**src/rtl/memstage_pkg.sv**
```systemverilog
// rtl/memstage_pkg.sv - bexkat1 memory-stage definitions
// Instruction type codes, access-size and FSM state enums, alignment exception code.
package memstage_pkg;

  localparam logic [3:0] T_STORE   = 4'h6;
  localparam logic [3:0] T_LOAD    = 4'h7;
  localparam logic [7:0] EXC_ALIGN = 8'h02;

  typedef enum logic [1:0] {
    SZ_WORD = 2'd0,
    SZ_HALF = 2'd1,
    SZ_BYTE = 2'd2
  } mem_size_t;

  typedef enum logic [1:0] {
    S_IDLE = 2'd0,
    S_BUS  = 2'd1,
    S_DONE = 2'd2
  } memstate_t;

  // Encoding 3 is not a legal size; it behaves as a byte access.
  function automatic mem_size_t decode_size(input logic [1:0] f);
    case (f)
      2'd0:    return SZ_WORD;
      2'd1:    return SZ_HALF;
      default: return SZ_BYTE;
    endcase
  endfunction

endpackage

```
**src/rtl/memstage_memlane.sv**
```systemverilog
// rtl/memstage_memlane.sv - big-endian byte-lane steering for one bus word
// Ports:
//   i_size   : ir size field (0 word, 1 half, 2/3 byte)
//   i_adr_lo : byte address bits [1:0]
//   i_wdata  : store data, right-justified
//   i_rdata  : raw bus read word
//   o_sel    : byte-lane enables (bit 3 = bus bits [31:24] = offset 0)
//   o_wdata  : store data replicated into every lane
//   o_rdata  : load data right-justified and zero-extended
module memstage_memlane
  import memstage_pkg::*;
(
  input  logic [1:0]  i_size,
  input  logic [1:0]  i_adr_lo,
  input  logic [31:0] i_wdata,
  input  logic [31:0] i_rdata,
  output logic [3:0]  o_sel,
  output logic [31:0] o_wdata,
  output logic [31:0] o_rdata
);

  mem_size_t   w_size;
  logic [31:0] w_byte_shift;

  assign w_size = decode_size(i_size);
  // Offset 0 lives in the top lane, so shift right by (3 - offset) bytes.
  assign w_byte_shift = i_rdata >> {~i_adr_lo, 3'b000};

  always_comb begin
    o_sel   = 4'b1111;
    o_wdata = i_wdata;
    o_rdata = i_rdata;
    case (w_size)
      SZ_BYTE: begin
        o_sel   = 4'b1000 >> i_adr_lo;
        o_wdata = {4{i_wdata[7:0]}};
        o_rdata = {24'h0, w_byte_shift[7:0]};
      end
      SZ_HALF: begin
        o_sel   = 4'b1100 >> {i_adr_lo[1], 1'b0};
        o_wdata = {2{i_wdata[15:0]}};
        o_rdata = {16'h0, (i_adr_lo[1] ? i_rdata[15:0] : i_rdata[31:16])};
      end
      default: ;
    endcase
  end

endmodule

```
**src/rtl/memstage.sv**
```systemverilog
// rtl/memstage.sv - bexkat1 memory-access stage between execute and writeback
// Optional feature: define MEMSTAGE_ALIGN_CHECK_EN to trap misaligned word/half accesses.
// Ports:
//   clk_i, rst_i            : clock, asynchronous active-low reset
//   ir_i, pc_i, ccr_i, reg_write_i, result_i, store_data_i, halt_i : from execute
//   stall_i / stall_o       : downstream stall in, stall to execute out
//   halt_o, ir_o, pc_o, ccr_o, reg_write_o, result_o, exc_o : registered, to writeback
//   bus_cyc_o, bus_stb_o, bus_we_o, bus_adr_o, bus_sel_o, bus_dat_o,
//   bus_dat_i, bus_ack_i    : single-transfer bus master
module memstage
  import memstage_pkg::*;
(
  input  logic        clk_i,
  input  logic        rst_i,
  input  logic [63:0] ir_i,
  input  logic [31:0] pc_i,
  input  logic [2:0]  ccr_i,
  input  logic [1:0]  reg_write_i,
  input  logic [31:0] result_i,
  input  logic [31:0] store_data_i,
  input  logic        stall_i,
  input  logic        halt_i,
  output logic        stall_o,
  output logic        halt_o,
  output logic [63:0] ir_o,
  output logic [31:0] pc_o,
  output logic [2:0]  ccr_o,
  output logic [1:0]  reg_write_o,
  output logic [31:0] result_o,
  output logic        exc_o,
  output logic        bus_cyc_o,
  output logic        bus_stb_o,
  output logic        bus_we_o,
  output logic [31:0] bus_adr_o,
  output logic [3:0]  bus_sel_o,
  output logic [31:0] bus_dat_o,
  input  logic [31:0] bus_dat_i,
  input  logic        bus_ack_i
);

  memstate_t   r_state, w_state_nxt;
  logic [63:0] r_ir;
  logic [31:0] r_pc, r_result, r_adr, r_dat, r_rdata;
  logic [2:0]  r_ccr;
  logic [1:0]  r_reg_write;
  logic [3:0]  r_sel;
  logic        r_halt, r_cyc, r_we;

  logic        w_is_load, w_is_store, w_is_mem, w_misalign;
  logic        w_launch, w_complete, w_load_out, w_bubble;
  logic [3:0]  w_sel;
  logic [31:0] w_wdata, w_lane_rdata, w_out_result;
  logic [1:0]  w_out_rw;

  assign w_is_load  = (ir_i[31:28] == T_LOAD);
  assign w_is_store = (ir_i[31:28] == T_STORE);
  assign w_is_mem   = w_is_load | w_is_store;

`ifdef MEMSTAGE_ALIGN_CHECK_EN
  assign w_misalign = w_is_mem &
      (((decode_size(ir_i[25:24]) == SZ_WORD) && (result_i[1:0] != 2'b00)) ||
       ((decode_size(ir_i[25:24]) == SZ_HALF) && result_i[0]));
`else
  assign w_misalign = 1'b0;
`endif

  // Execute holds its outputs while stalled, so in S_DONE the lane logic can
  // still be keyed off the live instruction and address.
  memstage_memlane u_lane (
    .i_size   (ir_i[25:24]),
    .i_adr_lo (result_i[1:0]),
    .i_wdata  (store_data_i),
    .i_rdata  (r_rdata),
    .o_sel    (w_sel),
    .o_wdata  (w_wdata),
    .o_rdata  (w_lane_rdata)
  );

  // Reset forces stall_o low even if a memory op is sitting at the input.
  assign stall_o = rst_i & (stall_i | (w_is_mem & (r_state != S_DONE)));

  always_ff @(posedge clk_i or negedge rst_i) begin
    if (!rst_i) r_state <= S_IDLE;
    else        r_state <= w_state_nxt;
  end

  always_comb begin
    w_state_nxt = r_state;
    w_launch    = 1'b0;
    w_complete  = 1'b0;
    w_load_out  = 1'b0;
    w_bubble    = 1'b0;
    case (r_state)
      S_IDLE: begin
        if (!stall_i) begin
          if (w_is_mem) begin
            w_bubble = 1'b1;
            if (w_misalign) begin
              w_state_nxt = S_DONE;
            end else begin
              w_launch    = 1'b1;
              w_state_nxt = S_BUS;
            end
          end else begin
            w_load_out = 1'b1;
          end
        end
      end
      S_BUS: begin
        // The bus transfer finishes regardless of the downstream stall.
        w_bubble = ~stall_i;
        if (bus_ack_i) begin
          w_complete  = 1'b1;
          w_state_nxt = S_DONE;
        end
      end
      S_DONE: begin
        if (!stall_i) begin
          w_load_out  = 1'b1;
          w_state_nxt = S_IDLE;
        end
      end
      default: w_state_nxt = S_IDLE;
    endcase
  end

  always_comb begin
    w_out_result = result_i;
    w_out_rw     = reg_write_i;
    if (r_state == S_DONE) begin
      if (w_misalign) begin
        w_out_result = {24'h0, EXC_ALIGN};
        w_out_rw     = 2'b00;
      end else if (w_is_load) begin
        w_out_result = w_lane_rdata;
      end
    end
  end

  always_ff @(posedge clk_i or negedge rst_i) begin
    if (!rst_i) begin
      r_ir        <= '0;
      r_pc        <= '0;
      r_ccr       <= '0;
      r_reg_write <= '0;
      r_result    <= '0;
      r_halt      <= 1'b0;
      r_cyc       <= 1'b0;
      r_we        <= 1'b0;
      r_adr       <= '0;
      r_sel       <= '0;
      r_dat       <= '0;
      r_rdata     <= '0;
    end else begin
      if (w_load_out) begin
        r_ir        <= ir_i;
        r_pc        <= pc_i;
        r_ccr       <= ccr_i;
        r_reg_write <= w_out_rw;
        r_result    <= w_out_result;
        r_halt      <= halt_i;
      end else if (w_bubble) begin
        r_ir        <= '0;
        r_reg_write <= '0;
        r_halt      <= 1'b0;
      end
      if (w_launch) begin
        r_cyc <= 1'b1;
        r_we  <= w_is_store;
        r_adr <= {result_i[31:2], 2'b00};
        r_sel <= w_sel;
        r_dat <= w_wdata;
      end else if (w_complete) begin
        r_cyc   <= 1'b0;
        r_rdata <= bus_dat_i;
      end
    end
  end

`ifdef MEMSTAGE_ALIGN_CHECK_EN
  // One-cycle event marking the misaligned instruction as it is handed on.
  logic r_exc;
  always_ff @(posedge clk_i or negedge rst_i) begin
    if (!rst_i) r_exc <= 1'b0;
    else        r_exc <= w_load_out & (r_state == S_DONE) & w_misalign;
  end
  assign exc_o = r_exc;
`else
  assign exc_o = 1'b0;
`endif

  assign halt_o      = r_halt;
  assign ir_o        = r_ir;
  assign pc_o        = r_pc;
  assign ccr_o       = r_ccr;
  assign reg_write_o = r_reg_write;
  assign result_o    = r_result;
  assign bus_cyc_o   = r_cyc;
  assign bus_stb_o   = r_cyc;
  assign bus_we_o    = r_we;
  assign bus_adr_o   = r_adr;
  assign bus_sel_o   = r_sel;
  assign bus_dat_o   = r_dat;

endmodule

```
**config.mk**
```make
export PLATFORM = sky130hd
export DESIGN_NAME = memstage
export DESIGN_NICKNAME = d
export VERILOG_FILES = /design/src/rtl/memstage_pkg.sv /design/src/rtl/memstage_memlane.sv /design/src/rtl/memstage.sv
export SDC_FILE = /design/constraint.sdc
export NUM_CORES = 1
export LEC_CHECK = 0
export ABC_AREA = 0
export ABC_CLOCK_PERIOD_IN_PS = 1950
export BUFFER_PORTS_ARGS = -buffer_cell sky130_fd_sc_hd__buf_4
export CAP_MARGIN = 20
export CORE_AREA = 2 2 160 162
export CTS_CLUSTER_SIZE = 30
export DETAILED_ROUTE_END_ITERATION = 10
export DIE_AREA = 0 0 162 164
export PLACE_DENSITY = 0.65
export RECOVER_POWER = 100
export SLEW_MARGIN = 20
export SYNTH_ARGS = -nofsm -noshare
export SYNTH_HDL_FRONTEND = slang
export SYNTH_SLANG_ARGS = --single-unit
```
**constraint.sdc**
```tcl
create_clock -name clk_i -period 1.95 [get_ports clk_i]
set_input_delay 0.195 -clock clk_i [delete_from_list [all_inputs] [get_ports clk_i]]
set_output_delay 0.195 -clock clk_i [all_outputs]
set_load 0.1 [all_outputs]
```
After elaboration in Yosys (flattened, before gate mapping):

Cells that the tools add are included.

* $add $sub $neg: 0
* multiply operators: 0
* divide/modulo/power cells: 0
* magnitude comparators: 0
* equal/unequal tests: 12
* shifts and indexed selects: 3
* multiplexer cells: 30
* bitwise operators: 7
* reductions and logical operators: 6

Operator list (number)
* $mux W64: 2
* $pmux W32 S2: 2
* $mux W32: 2
* $shr A32 B5 Y8: 1
* $mux W16: 1
* $mux W1: 12
* $mux W2: 6
* $ne A2 B2 Y1 const B: 5
* $eq A4 B3 Y1 const B: 2
* $pmux W4 S2: 1
* $shr A4 B2 Y4 const A: 2
* $eq A2 B1 Y1 const B: 3
* $pmux W2 S3: 1
* $eq A2 B2 Y1 const B: 2
* $logic_not A2 Y1: 2
* $pmux W1 S2: 2
* $pmux W2 S2: 1
* $reduce_and A4 Y1: 1
* $reduce_bool A2 Y1: 2
* $and A1 B1 Y1: 2
* $not A1 Y1: 2
* $not A2 Y2: 1
* $or A1 B1 Y1: 2
* $reduce_and A2 Y1: 1

* flip-flop bits (word level): 236
* bits in latches: 0
* RAM bits: 0
* memory bits (read-only): 0
* input bits: 202
* output and inout port bits: 207
* logic and storage cells: 71
* memories kept: 0

Longest topological paths before layout:

Gate-level depths: netlist of run 1.

* depth in word-level cells: 7
* depth in mapped cells: 7
* mapped depth without buffers: 4

By module:

A second synthesis of run 1 with hierarchy kept.

* cell total of the unflattened synthesis: 812
* area total of the unflattened synthesis: 10117.2 µm²

Modules (own cells, without submodules)
* memstage: instances 1, cells each 647, area an instance 9176.3 µm², sequential area each 5905.7 µm²
* memstage_memlane: instances 1, cells each 165, area an instance 940.9 µm², sequential area each 0.0 µm²

Least setup slack after synthesis of run 1:

Ideal clock, no wire load.

* path kind: register to output
* start: register r_state[1]
* end: output stall_o
* arrival time: 1.360 ns
* data required time: 1.755 ns
* path slack: 0.395 ns
* cell stages (with the launch flop): 4
* path buffers: 0
* cells stage by stage: dfrtp_1 -> nor2b_1 -> nor2_1 -> o21a_1

* longest elaborated chain between the ends: 4

Ends and longest elaborated chain
* start, declared: RTL line memstage.sv:41 `memstate_t r_state, w_state_nxt;`
* start signal, assigned: RTL line memstage.sv:84 `else r_state <= w_state_nxt;`
* $ne A2 B2 Y1: RTL line memstage.sv:80 `assign stall_o = rst_i & (stall_i | (w_is_mem & (r_state != S_DONE)));`
* $and A1 B1 Y1: RTL line memstage.sv:80
* $or A1 B1 Y1: RTL line memstage.sv:80
* $and A1 B1 Y1: RTL line memstage.sv:80
* end, declared: RTL line memstage.sv:23 `output logic stall_o,`

Every way passes these cells.

Worst setup path in the final report of run 1:

* start: input ir_i[31]
* end: output stall_o

* longest elaborated chain between the ends: 5
* elaborated cells on any way between the ends: 6
* those cells by class: eq/ne: 2; bitwise: 4

Ends and longest elaborated chain
* start, declared: RTL line memstage.sv:15 `input logic [63:0] ir_i,`
* $eq A4 B3 Y1, on equally long branches: RTL line memstage.sv:55, memstage.sv:56
* $or A1 B1 Y1 *: RTL line memstage.sv:57 `assign w_is_mem = w_is_load | w_is_store;`
* $and A1 B1 Y1 *: RTL line memstage.sv:80
* $or A1 B1 Y1 *: RTL line memstage.sv:80
* $and A1 B1 Y1 *: RTL line memstage.sv:80

Every way passes the cells marked *; elsewhere a longest branch is shown, timed or not.

==> results of run 1 <==
## layer usage
metal	GRT usage [%]	up-vias	wire, µm
li1	-	4134	-
met1	30.65	4350	13320
met2	42.96	372	17160
met3	4.672	73	2221
met4	10.46	0	1277
met5	0	-	0
## worst max-delay path, delay by kind of cell
kind / cells / cell delay (ns)
AND/OR/NAND/NOR: 2 / 0.38
buffers and inverters: 3 / 0.95
AO/OA/AOI/OAI: 1 / 0.14
## placed cells by master, fill, tap and decap left out, types with 2 or more instances in the layout
cell and instances:
clkbuf_8 7, a221o_1 2, nand3b_1 2, nor2_1 42, inv_1 2, clkbuf_16 26, diode_2 2, o31ai_1 6
clkbuf_1 4, a22o_1 69, o21ai_0 35, o211ai_1 2, and3b_1 2, mux2i_1 33, clkinv_2 4, clkbuf_4 4
a21oi_1 29, mux2_2 71, buf_4 209, dfrtp_1 236, nand3_1 16, conb_1 3, a221oi_1 6, a211o_1 8
o21bai_1 6, nand2_1 170, and3_1 6, clkbuf_2 205, nor2b_1 2, nor2_4 2, a31oi_1 22, nand2b_1 3
dlygate4sd3_1 188, buf_12 10
## cells by family after synthesis
group	Yosys count
AOI/OAI and AO/OA	189
buffers and inverters	68
DFF	236
muxes	104
other	1
and+or+nand+nor	250
## area by class of cell
| type | instances | area, µm² | area share, % |
|---|---|---|---|
| diodes | 2 | 5.005 | 0.03243 |
| clock buffers | 37 | 762.0 | 4.937 |
| clock inverters | 7 | 75.07 | 0.4864 |
| inverters | 2 | 7.507 | 0.04864 |
| multi-input cells | 546 | 3532 | 22.89 |
| flip-flops and latches | 236 | 5906 | 38.26 |
| well taps | 330 | 412.9 | 2.675 |
| repair buffers | 618 | 4733 | 30.67 |
## sequential cells by signal (all words and copies together) (netlist names)
| signal | cells |
|---|---|
| bus_dat_o | 32 |
| pc_o | 32 |
| ir_o | 64 |
| reg_write_o | 2 |
| bus_sel_o | 4 |
| r_rdata | 32 |
| bus_we_o | 1 |
| r_state | 2 |
| result_o | 32 |
| halt_o | 1 |
| bus_cyc_o | 1 |
| bus_adr_o | 30 |
| ccr_o | 3 |
## through the flow
step	hold WS (ns)	cells	power, mW
4_1_cts	0.002762	1775	20.66
6_report	0.02580	1778	20.10
3_5_place_dp	0.04609	1544	15.52
5_1_grt	0.03539	1777	20.84
2_1_floorplan	-0.1006	850	13.20
3_3_place_gp	0.04430	1544	15.43
## power by group
part | internal [mW] | total, mW | leakage, nW | switching [mW]
logic | 1.76 | 8.73 | 4.44 | 6.97
registers | 5.89 | 6.57 | 2.87 | 0.682
clock network | 2.84 | 4.80 | 0.416 | 1.96
total | 10.5 | 20.1 | 7.72 | 9.62
## worst max-delay path by stage
stage / from / endpoint / slack [ns] / cells past startpoint
floorplan: r_state[1] / stall_o / 0.40 / 3
global placement: r_state[0] / result_o[5] / 0.18 / 4
detailed placement: r_state[0] / result_o[6] / 0.14 / 4
CTS: ir_i[31] / stall_o / 0.03 / 6
global route: r_state[0] / result_o[8] / 0.02 / 5
finish: ir_i[31] / stall_o / 0.09 / 6
## what timing repair did
| item | CTS | global route |
|---|---|---|
| hold buffers | 187 | 1 |
| endpoints found under the hold margin | 288 | 1 |
| resized for setup | 0 | 2 |
| endpoints found under the setup margin | 0 | 2 |
==> impl_metrics.py, run 1 <==
metrics = {
    "logic_synthesis": {
        "synth_xor_xnor_area_share_pct": 0,
        "netlist.area_leader.share_pct": 60.30,
        "synth.yosys.seq_area_share_pct": 60.30,
        "synth_compound_gate_area_share_pct": 13.68,
        "synth-async-reset-ratio_pct": 100.0,
        "muxShareOfSynthArea_pct": 11.54,
        "synth_largest_area_cell": "dfrtp_1",
        "synth_top_family_by_area": "compound AO/OA/AOI/OAI gates",
        "number_of_flip_flops_and_latches_in_the_synthesized_netlist": 236,
        "ys_dominant_reg_cell": "dfrtp_1",
        "syn_inst": 848,
        "netlist-cell-type-count": 38,
        "synth_most_common_cell": "dfrtp_1",
        "synthAdderAreaFrac_pct": 0,
        "synthesis.area_mm2": 0.009793,
        "synth_warnings": 0,
        "netlist_top_cells_area": "dfrtp_1 60%, mux2_2 8.2%, nand2_1 6.5%, a22o_1 6.2%, mux2i_1 3.4%",
        "synth_edf_count": 0,
        "synth_commonest_cells": "236 x dfrtp_1, 170 x nand2_1, 71 x mux2_2",
        "syn_area_per_cell_um2": 11.55,
        "synth_simple_gate_area_share_pct": 10.51,
    },
    "timing": {
        "maxSlewHeadroom_pct": 43.78,
        "fmax_ghz": 0.5375,
        "setup_repair_after_global_routing_missed_its_margin": "false",
        "worst_setup_margin_ns": 0.08938,
        "final.period_utilization_pct": 95.42,
        "timing.final.setup_violations": 0,
        "min_period_ns": 1.861,
        "hold_violations": 0,
        "finClkSkew_ns": 0.02779,
        "worst-slew-pin-transition_ns": 0.8433,
        "fin_tns_setup_ns": 0,
        "report.final.slew_viol_count": 0,
    },
    "detailed_routing": {
        "firstDrtPassIters": 5,
        "overall_routed_net_length_mm": 33.98,
        "drt.antenna.violating_nets": 0,
        "drc": 0,
        "drt_first_iter_violations": 497,
        "viasPerCell": 5.022,
        "dr_total_vias": 8929,
        "post_drt_wl_per_cell_um": 19.11,
    },
    "worst_setup_path": {
        "critical_path.cell_chain": "dlygate4sd3_1 -> buf_4 -> nand3b_1 -> nor2_1 -> o21a_1 -> buf_6",
        "type_of_the_worst_setup_path": "input port to primary output",
        "worstReg2RegEnd": "result_o[29]",
        "crit_fanout": 4,
        "cp_data_arrival_time_ns": 1.67,
        "cp_slowest_cell": "dlygate4sd3_1",
        "critical_path.endpoint_type": "primary output",
        "critical_path.max_stage_delay_ns": 0.56,
        "regToRegStartpoint": "r_state[0]",
        "r2r.worst_path.cells": 5,
        "r2r_slack_ns": 0.16,
        "critical_path_required_ns": 1.75,
        "worst_setup_path_start_kind": "input port",
    },
    "cells_and_area": {
        "design_area_mm2": 0.01543,
        "area_delta_synth_final_pct": 57.60,
        "finish.net_count": 1632,
        "post-route-util_pct": 62.18,
        "layout.filler_cells": 2049,
        "drive_gt1_share_pct": 37.83,
    },
    "clock_tree": {
        "clkSinkCount": 236,
        "clock_latency_ns": 0.54,
        "cts_tree": "built",
        "htree_num_levels": 1,
        "cts.repair_timing.setup_buffer_count": 0,
        "cts-root-buf": "clkbuf_16",
        "max-clock-path-buffers": 3,
        "worst_setup_hold_path_clk_slew_ns": 0.06,
        "cts-buffers-inserted": 26,
    },
    "floorplanning": {
        "floorplan.die.height_um": 164,
        "initial_utilization_pct": 39.46,
        "design.portCount": 409,
        "dieArea_mm2": 0.02657,
        "chipWidth_um": 162,
        "core_region_area_mm2": 0.02482,
        "row_count": 58,
    },
    "global_route": {
        "gr-usage-all-layers_pct": 24.85,
        "grt_overflow_total": 0,
        "first_global_vias": 9216,
        "first_pass_grt_wire_length_mm": 51.97,
        "antenna_found_initial": 1,
        "grt_start_max_net_pins": 95,
    },
    "power": {
        "ir_drop_mv": 0.9933,
        "cellLeakagePower_nw": 7.725,
        "power_per_standard_cell_area_mw_per_mm2": 1302,
    },
    "run_status": {
        "run_status": "complete, no violations",
    },
    "place": {
        "detailedPlace.worstSlack_ns": 0.1407,
        "routability_congestion": 0.8405,
        "dpl-instance-area_mm2": 0.01324,
        "place_hpwl_mm": 22.52,
        "port_buffers": 405,
    },
    "worst_hold_path": {
        "hold_depth": 3,
        "hold_start": "store_data_i[12]",
        "hold_path_end": "bus_dat_o[12]",
        "worst_hold_path_type": "input port to flip-flop",
    },
    "job": {
        "drv_cap": 0,
    },
}
(Power assumes the default switching activity.)
==> run 2, diff against run 1 <==
- ABC_AREA: 0 -> 1
- CORE_AREA: 2 2 160 162 -> 2 2 161 163
- DIE_AREA: 0 0 162 164 -> 0 0 163 165
- PLACE_DENSITY: 0.65 -> 0.66
==> run 2 against run 1 <==
Net effect: via count is 15% higher; core utilization is 0.55 points higher; die area is 1.2% higher; wire length is 6.1% higher; worst hold slack better by 0.0046 ns; sequential power is 0.8% higher; sequential cell count stayed put; global-route usage is 1.1 points higher; synthesized cell count is 46% higher; area after synthesis is 3.4% higher; largest cell class unchanged.
==> impl_metrics.py, run 2 <==
metrics = {
    "cells_and_area": {
        "layout.cells.most_common": "nand2_1",
        "antennaDiodeCount": 0,
        "post-route-util_pct": 62.74,
        "drive_gt1_share_pct": 26.09,
        "max_ffs_per_register": 64,
        "area_delta_synth_final_pct": 55.16,
        "finish.net_count": 2010,
        "most-common-layout-cells": "473 x nand2_1, 236 x dfrtp_1, 205 x clkbuf_2",
    },
    "detailed_routing": {
        "drc": 0,
        "dr_total_vias": 10242,
        "overall_routed_net_length_mm": 36.07,
        "firstDrtPassIters": 8,
        "drt_first_iter_violations": 679,
        "post_drt_wl_per_cell_um": 16.71,
        "drt.antenna.violating_nets": 0,
        "viasPerCell": 4.746,
    },
    "global_route": {
        "grt_overflow_total": 0,
        "antenna_found_initial": 0,
        "grtUsageMet3_pct": 4.997,
        "gr-usage-all-layers_pct": 25.95,
        "grt_use_met2_pct": 44.38,
        "first_pass_grt_wire_length_mm": 55.03,
        "most_utilized_layer_in_the_global_route_result": "met2",
        "first_global_vias": 10156,
        "grt_start_max_net_pins": 87,
        "grt.met1_usage_pct": 32.34,
    },
    "worst_setup_path": {
        "critical_path_required_ns": 2.39,
        "critical_path.cell_chain": "nor2_1 -> nand2_1 -> nor2_4 -> inv_1 -> buf_4 -> a21oi_1 -> a21oi_1",
        "crit_fanout": 20,
        "worstReg2RegEnd": "bus_dat_o[26]",
        "r2r_slack_ns": 0.11,
        "path_delay_family": "buffers and inverters",
        "critical_path.max_stage_delay_ns": 0.55,
        "r2r.worst_path.cells": 7,
        "regToRegStartpoint": "r_state[0]",
        "cp_slowest_cell": "inv_1",
        "crit_path_frequent_cell": "a21oi_1",
        "critical_path.endpoint_type": "flip-flop",
        "cp_data_arrival_time_ns": 2.28,
        "worst_setup_path_start_kind": "flip-flop",
        "type_of_the_worst_setup_path": "flip-flop to flip-flop",
        "crit_buf_inv": 2,
        "cp.depth": 7,
    },
    "timing": {
        "timing.final.setup_violations": 0,
        "maxSlewHeadroom_pct": 20.35,
        "hold_violations": 0,
        "setup_repair_after_global_routing_missed_its_margin": "false",
        "final.period_utilization_pct": 94.43,
        "fmax_ghz": 0.5431,
        "min_period_ns": 1.841,
        "worst_setup_margin_ns": 0.1087,
        "report.final.slew_viol_count": 0,
        "fin_tns_setup_ns": 0,
        "worst-slew-pin-transition_ns": 1.195,
        "finClkSkew_ns": 0.01481,
    },
    "logic_synthesis": {
        "synth_commonest_cells": "474 x nand2_1, 236 x dfrtp_1, 144 x inv_1",
        "number_of_flip_flops_and_latches_in_the_synthesized_netlist": 236,
        "synth_edf_count": 0,
        "synthesis.area_mm2": 0.01012,
        "ys_dominant_reg_cell": "dfrtp_1",
        "syn_inst": 1235,
        "synth.yosys.seq_area_share_pct": 58.34,
        "netlist-cell-type-count": 24,
        "netlist.area_leader.share_pct": 58.34,
        "synth_warnings": 0,
        "syn_area_per_cell_um2": 8.197,
        "synth_xor_xnor_area_share_pct": 0,
        "synth_compound_gate_area_share_pct": 10.26,
        "synth_simple_gate_area_share_pct": 22.22,
        "synth_largest_area_cell": "dfrtp_1",
        "synth-async-reset-ratio_pct": 100.0,
        "synthAdderAreaFrac_pct": 0,
        "muxShareOfSynthArea_pct": 0,
        "synth_top_family_by_area": "simple AND/OR/NAND/NOR gates",
        "netlist_top_cells_area": "dfrtp_1 58%, nand2_1 18%, o21ai_0 5.8%, inv_1 5.3%, o21ai_1 2.6%",
        "synth_most_common_cell": "nand2_1",
    },
    "power": {
        "power_per_standard_cell_area_mw_per_mm2": 1346,
        "cellLeakagePower_nw": 8.428,
        "ir_drop_mv": 0.7670,
    },
    "floorplanning": {
        "floorplan.die.height_um": 165,
        "design.portCount": 409,
        "core_region_area_mm2": 0.02504,
        "dieArea_mm2": 0.02690,
        "chipWidth_um": 163,
        "initial_utilization_pct": 40.43,
        "row_count": 58,
    },
    "job": {
        "drv_cap": 0,
    },
    "worst_hold_path": {
        "hold_depth": 3,
        "hold_start": "result_i[0]",
        "worst_hold_path_type": "input port to flip-flop",
        "hold_path_end": "bus_sel_o[0]",
    },
    "place": {
        "port_buffers": 405,
        "place_hpwl_mm": 24.14,
        "routability_congestion": 0.8611,
        "detailedPlace.worstSlack_ns": 0.1775,
    },
    "clock_tree": {
        "clock_latency_ns": 0.53,
        "max-clock-path-buffers": 3,
        "cts-root-buf": "clkbuf_16",
        "clkSinkCount": 236,
        "cts_tree": "built",
        "cts-buffers-inserted": 26,
        "worst_setup_hold_path_clk_slew_ns": 0.06,
        "htree_num_levels": 1,
    },
    "run_status": {
        "run_status": "complete, no violations",
    },
}
run 2: changes by cell type after synthesis, sizes merged, moves of 8 or more:
cell and delta:
nand3 +34, mux2 -71, o21ai +133, nand2 +304, mux2i -33, a31oi -13, inv +148, a22o -69
a211o -8
run 2: final cells by class:
type | count | area, µm²
flip-flops and latches | 236 | 5906
clock buffers | 39 | 800.8
well taps | 330 | 412.9
fillers | 2167 | 9329
multi-input cells | 783 | 3327
inverters | 151 | 566.8
repair buffers | 610 | 4619
clock inverters | 9 | 75.07
run 2: metal layers:
metal | up-vias | share of wire (%)
li1 | 4944 | -
met1 | 4765 | 40
met2 | 437 | 49
met3 | 96 | 6.7
met4 | 0 | 4.0
met5 | - | 0
run 2: worst max-delay path by stage:
stage                from            end  slack, ns
3_5_place_dp   r_state[0]   result_o[24]       0.18
3_3_place_gp   r_state[0]   result_o[21]       0.21
2_1_floorplan  r_state[1]        stall_o       0.30
5_1_grt        r_state[0]   result_o[24]       0.01
6_report       r_state[0]  bus_dat_o[26]       0.11
4_1_cts        r_state[0]        stall_o       0.03
run 2: kinds of logic (layout without fill, tap and decap cells):
family                 after synthesis  in the layout
flip-flops                         236            236
buffers and inverters              218            809
AO/OA/AOI/OAI                      204            204
AND/OR/NAND/NOR                    576            576
other                                1              3
run 2: what timing repair did:
item | CTS | global route
hold buffers | 188 | 0
gates resized for setup | 0 | 4
setup buffers | 0 | 0
hold endpoints to repair | 424 | 0
endpoints found under the setup margin | 0 | 7
run 2: per-stage QoR:
step,instances,cell area [µm²],power (mW),hold slack (ns)
after floorplan,1237,10130,13.92,-0.1006
after CTS,2158,16270,21.77,0.003449
final,2158,15710,21.14,0.03043
after detailed placement,1922,13510,16.45,0.2980
after global placement,1922,13510,16.36,0.2920
after global routing,2158,15710,21.97,0.03477
run 2: worst min-delay path, cell delays in order:
cell     delay, ns
buf_4         0.15
nand2_1       0.09
a31oi_1       0.08
run 2: power by group:
| part | internal (mW) | switching, mW | leakage (nW) |
|---|---|---|---|
| sequential | 5.94 | 0.679 | 2.92 |
| clock | 2.96 | 2.00 | 0.433 |
| combinational | 1.60 | 7.96 | 5.08 |
==> run 3, diff against run 2 <==
- CELL_PAD_IN_SITES_DETAIL_PLACEMENT: unset -> 2
- CELL_PAD_IN_SITES_GLOBAL_PLACEMENT: unset -> 2
- CORE_AREA: 2 2 161 163 -> unset
- CORE_UTILIZATION: unset -> 27
- DIE_AREA: 0 0 163 165 -> unset
- PLACE_DENSITY: 0.66 -> 0.78
- SKIP_LAST_GASP: unset -> 1
==> run 3 against run 2 <==
Net effect: clock power rose by 8.3%; critical path depth down 3; via count is 6.6% higher; setup slack worse by 0.0085 ns; combinational power up 3.6%; cell count is 6.9% higher; count of clock-buffer cells in the layout up 1; critical path type is now flip-flop to primary output; critical endpoint is now stall_o; largest cell class unchanged; largest power group unchanged.
==> impl_metrics.py, run 3 (synthesis results as in run 2) <==
metrics = {
    "detailed_routing": {
        "drt.antenna.violating_nets": 0,
        "maxUsedRoutingLayer": "met5",
        "drt_first_iter_violations": 434,
        "firstDrtPassIters": 4,
        "dr_total_vias": 10918,
        "met2_length_mm": 26.42,
        "met3_wirelength_mm": 2.731,
        "m1WireLength_mm": 20.11,
        "viasPerCell": 4.735,
        "overall_routed_net_length_mm": 51.33,
        "drc": 0,
        "post_drt_wl_per_cell_um": 22.26,
    },
    "worst_setup_path": {
        "critical_path_required_ns": 1.75,
        "cp_data_arrival_time_ns": 1.65,
        "worst_setup_path_start_kind": "flip-flop",
        "critical_path.endpoint_type": "primary output",
        "r2r.worst_path.cells": 6,
        "worstReg2RegEnd": "bus_dat_o[20]",
        "type_of_the_worst_setup_path": "flip-flop to primary output",
        "regToRegStartpoint": "r_state[1]",
        "r2r_slack_ns": 0.17,
        "crit_fanout": 6,
    },
    "timing": {
        "maxSlewHeadroom_pct": 23.79,
        "timing.final.setup_violations": 0,
        "final.period_utilization_pct": 94.86,
        "min_period_ns": 1.850,
        "worst-slew-pin-transition_ns": 1.143,
        "fmax_ghz": 0.5406,
        "worst_setup_margin_ns": 0.1002,
        "setup_repair_after_global_routing_missed_its_margin": "false",
        "finClkSkew_ns": 0.01656,
        "fin_tns_setup_ns": 0,
        "report.final.slew_viol_count": 0,
        "hold_violations": 0,
    },
    "clock_tree": {
        "cts-buffers-inserted": 29,
        "cts_tree": "built",
        "clock_latency_ns": 0.55,
        "worst_setup_hold_path_clk_slew_ns": 0.06,
        "htree_num_levels": 1,
        "clkSinkCount": 236,
        "max-clock-path-buffers": 3,
        "cts-root-buf": "clkbuf_16",
    },
    "global_route": {
        "first_pass_grt_wire_length_mm": 78.40,
        "gr-usage-all-layers_pct": 26.69,
        "grt_overflow_total": 0,
        "antenna_found_initial": 2,
        "grt_start_max_net_pins": 116,
        "first_global_vias": 12613,
    },
    "worst_hold_path": {
        "worst_hold_path_type": "input port to flip-flop",
        "hold_depth": 5,
        "hold_start": "store_data_i[9]",
        "hold_path_end": "bus_dat_o[9]",
    },
    "floorplanning": {
        "chipWidth_um": 195.6,
        "core_region_area_mm2": 0.03679,
        "floorplan.die.height_um": 195.6,
        "row_count": 70,
        "dieArea_mm2": 0.03827,
        "initial_utilization_pct": 27.52,
        "design.portCount": 409,
    },
    "place": {
        "placed_cells": 2061,
        "place_hpwl_mm": 30.70,
        "routability_congestion": 0.8108,
        "dpl-instance-area_mm2": 0.01367,
        "port_buffers": 405,
        "detailedPlace.worstSlack_ns": 0.2556,
    },
    "power": {
        "cellLeakagePower_nw": 8.458,
        "power_per_standard_cell_area_mw_per_mm2": 1381,
        "ir_drop_mv": 0.6152,
        "post-layout-total-power_mw": 22.00,
    },
    "cells_and_area": {
        "drive_gt1_share_pct": 26.08,
        "max_ffs_per_register": 64,
        "design_area_mm2": 0.01593,
        "area_delta_synth_final_pct": 57.36,
        "most-common-layout-cells": "474 x nand2_1, 236 x dfrtp_1, 208 x buf_4",
        "finish.cell_count_without_fillers": 2306,
        "layout.cells.most_common": "nand2_1",
        "finish.net_count": 2018,
        "layout.filler_cells": 4146,
    },
    "run_status": {
        "run_status": "complete, no violations",
    },
    "job": {
        "drv_cap": 0,
    },
}
## run 3: cell count changes in the layout (fill, tap and decap cells not counted), moves of 3 or more
cell,delta
o21ai_1,+4
buf_4,+5
dlygate4sd3_1,+3
o21ai_0,-4
clkinv_2,+5
## run 3: cell type report
type	count	area, µm²	share of cell area (%)
antenna	1	2.502	0.01571
clock buffer	40	827.0	5.192
clock inverter	12	95.09	0.5969
inverter	151	569.3	3.574
multi-input combinational	783	3301	20.72
sequential	236	5906	37.07
tap	468	585.6	3.676
timing repair buffer	615	4644	29.15
## run 3: layer usage
layer  global-route usage (%)  up-vias
li1                         -     4963
met1                    30.15     5492
met2                    49.60      349
met3                    5.250      112
met4                    9.303        2
met5                        0        -
## run 3: worst max-delay path by stage
stage / start / end / slack, ns / depth (start not counted)
floorplan: r_state[1] / stall_o / 0.30 / 3
global placement: result_i[1] / result_o[11] / 0.32 / 9
detailed placement: ir_i[31] / pc_o[27] / 0.26 / 9
CTS: r_state[0] / stall_o / 0.002 / 5
global route: r_state[0] / result_o[21] / 0.02 / 8
finish: r_state[1] / stall_o / 0.10 / 4
## run 3: through the flow
| step | hold WS, ns | utilization, % |
|---|---|---|
| detailed placement | 0.3130 | 37.15 |
| global route | 0.06358 | 43.31 |
| global placement | 0.3172 | 37.15 |
| finish | 0.04272 | 43.31 |
| CTS | 0.01144 | 44.86 |
| floorplan | -0.1006 | - |
## run 3: power breakdown
group	switching (mW)	internal, mW	leakage, nW
Clock	2.28	3.09	0.466
Sequential	0.788	5.94	2.92
Combinational	8.29	1.61	5.07
## run 3: timing repair
item | 4_1_cts | 5_1_grt
hold buffers | 191 | 0
hold endpoints to repair | 430 | 0
endpoints found under the setup margin | 1 | 1
resized for setup | 1 | 2
buffers inserted | 0 | 1
## run 3: critical path: stages, from the launching register on
cell and delay, ns:
dfrtp_1 0.46, nand3_1 0.19, nand2_1 0.08, a21oi_2 0.14
buf_6 0.25
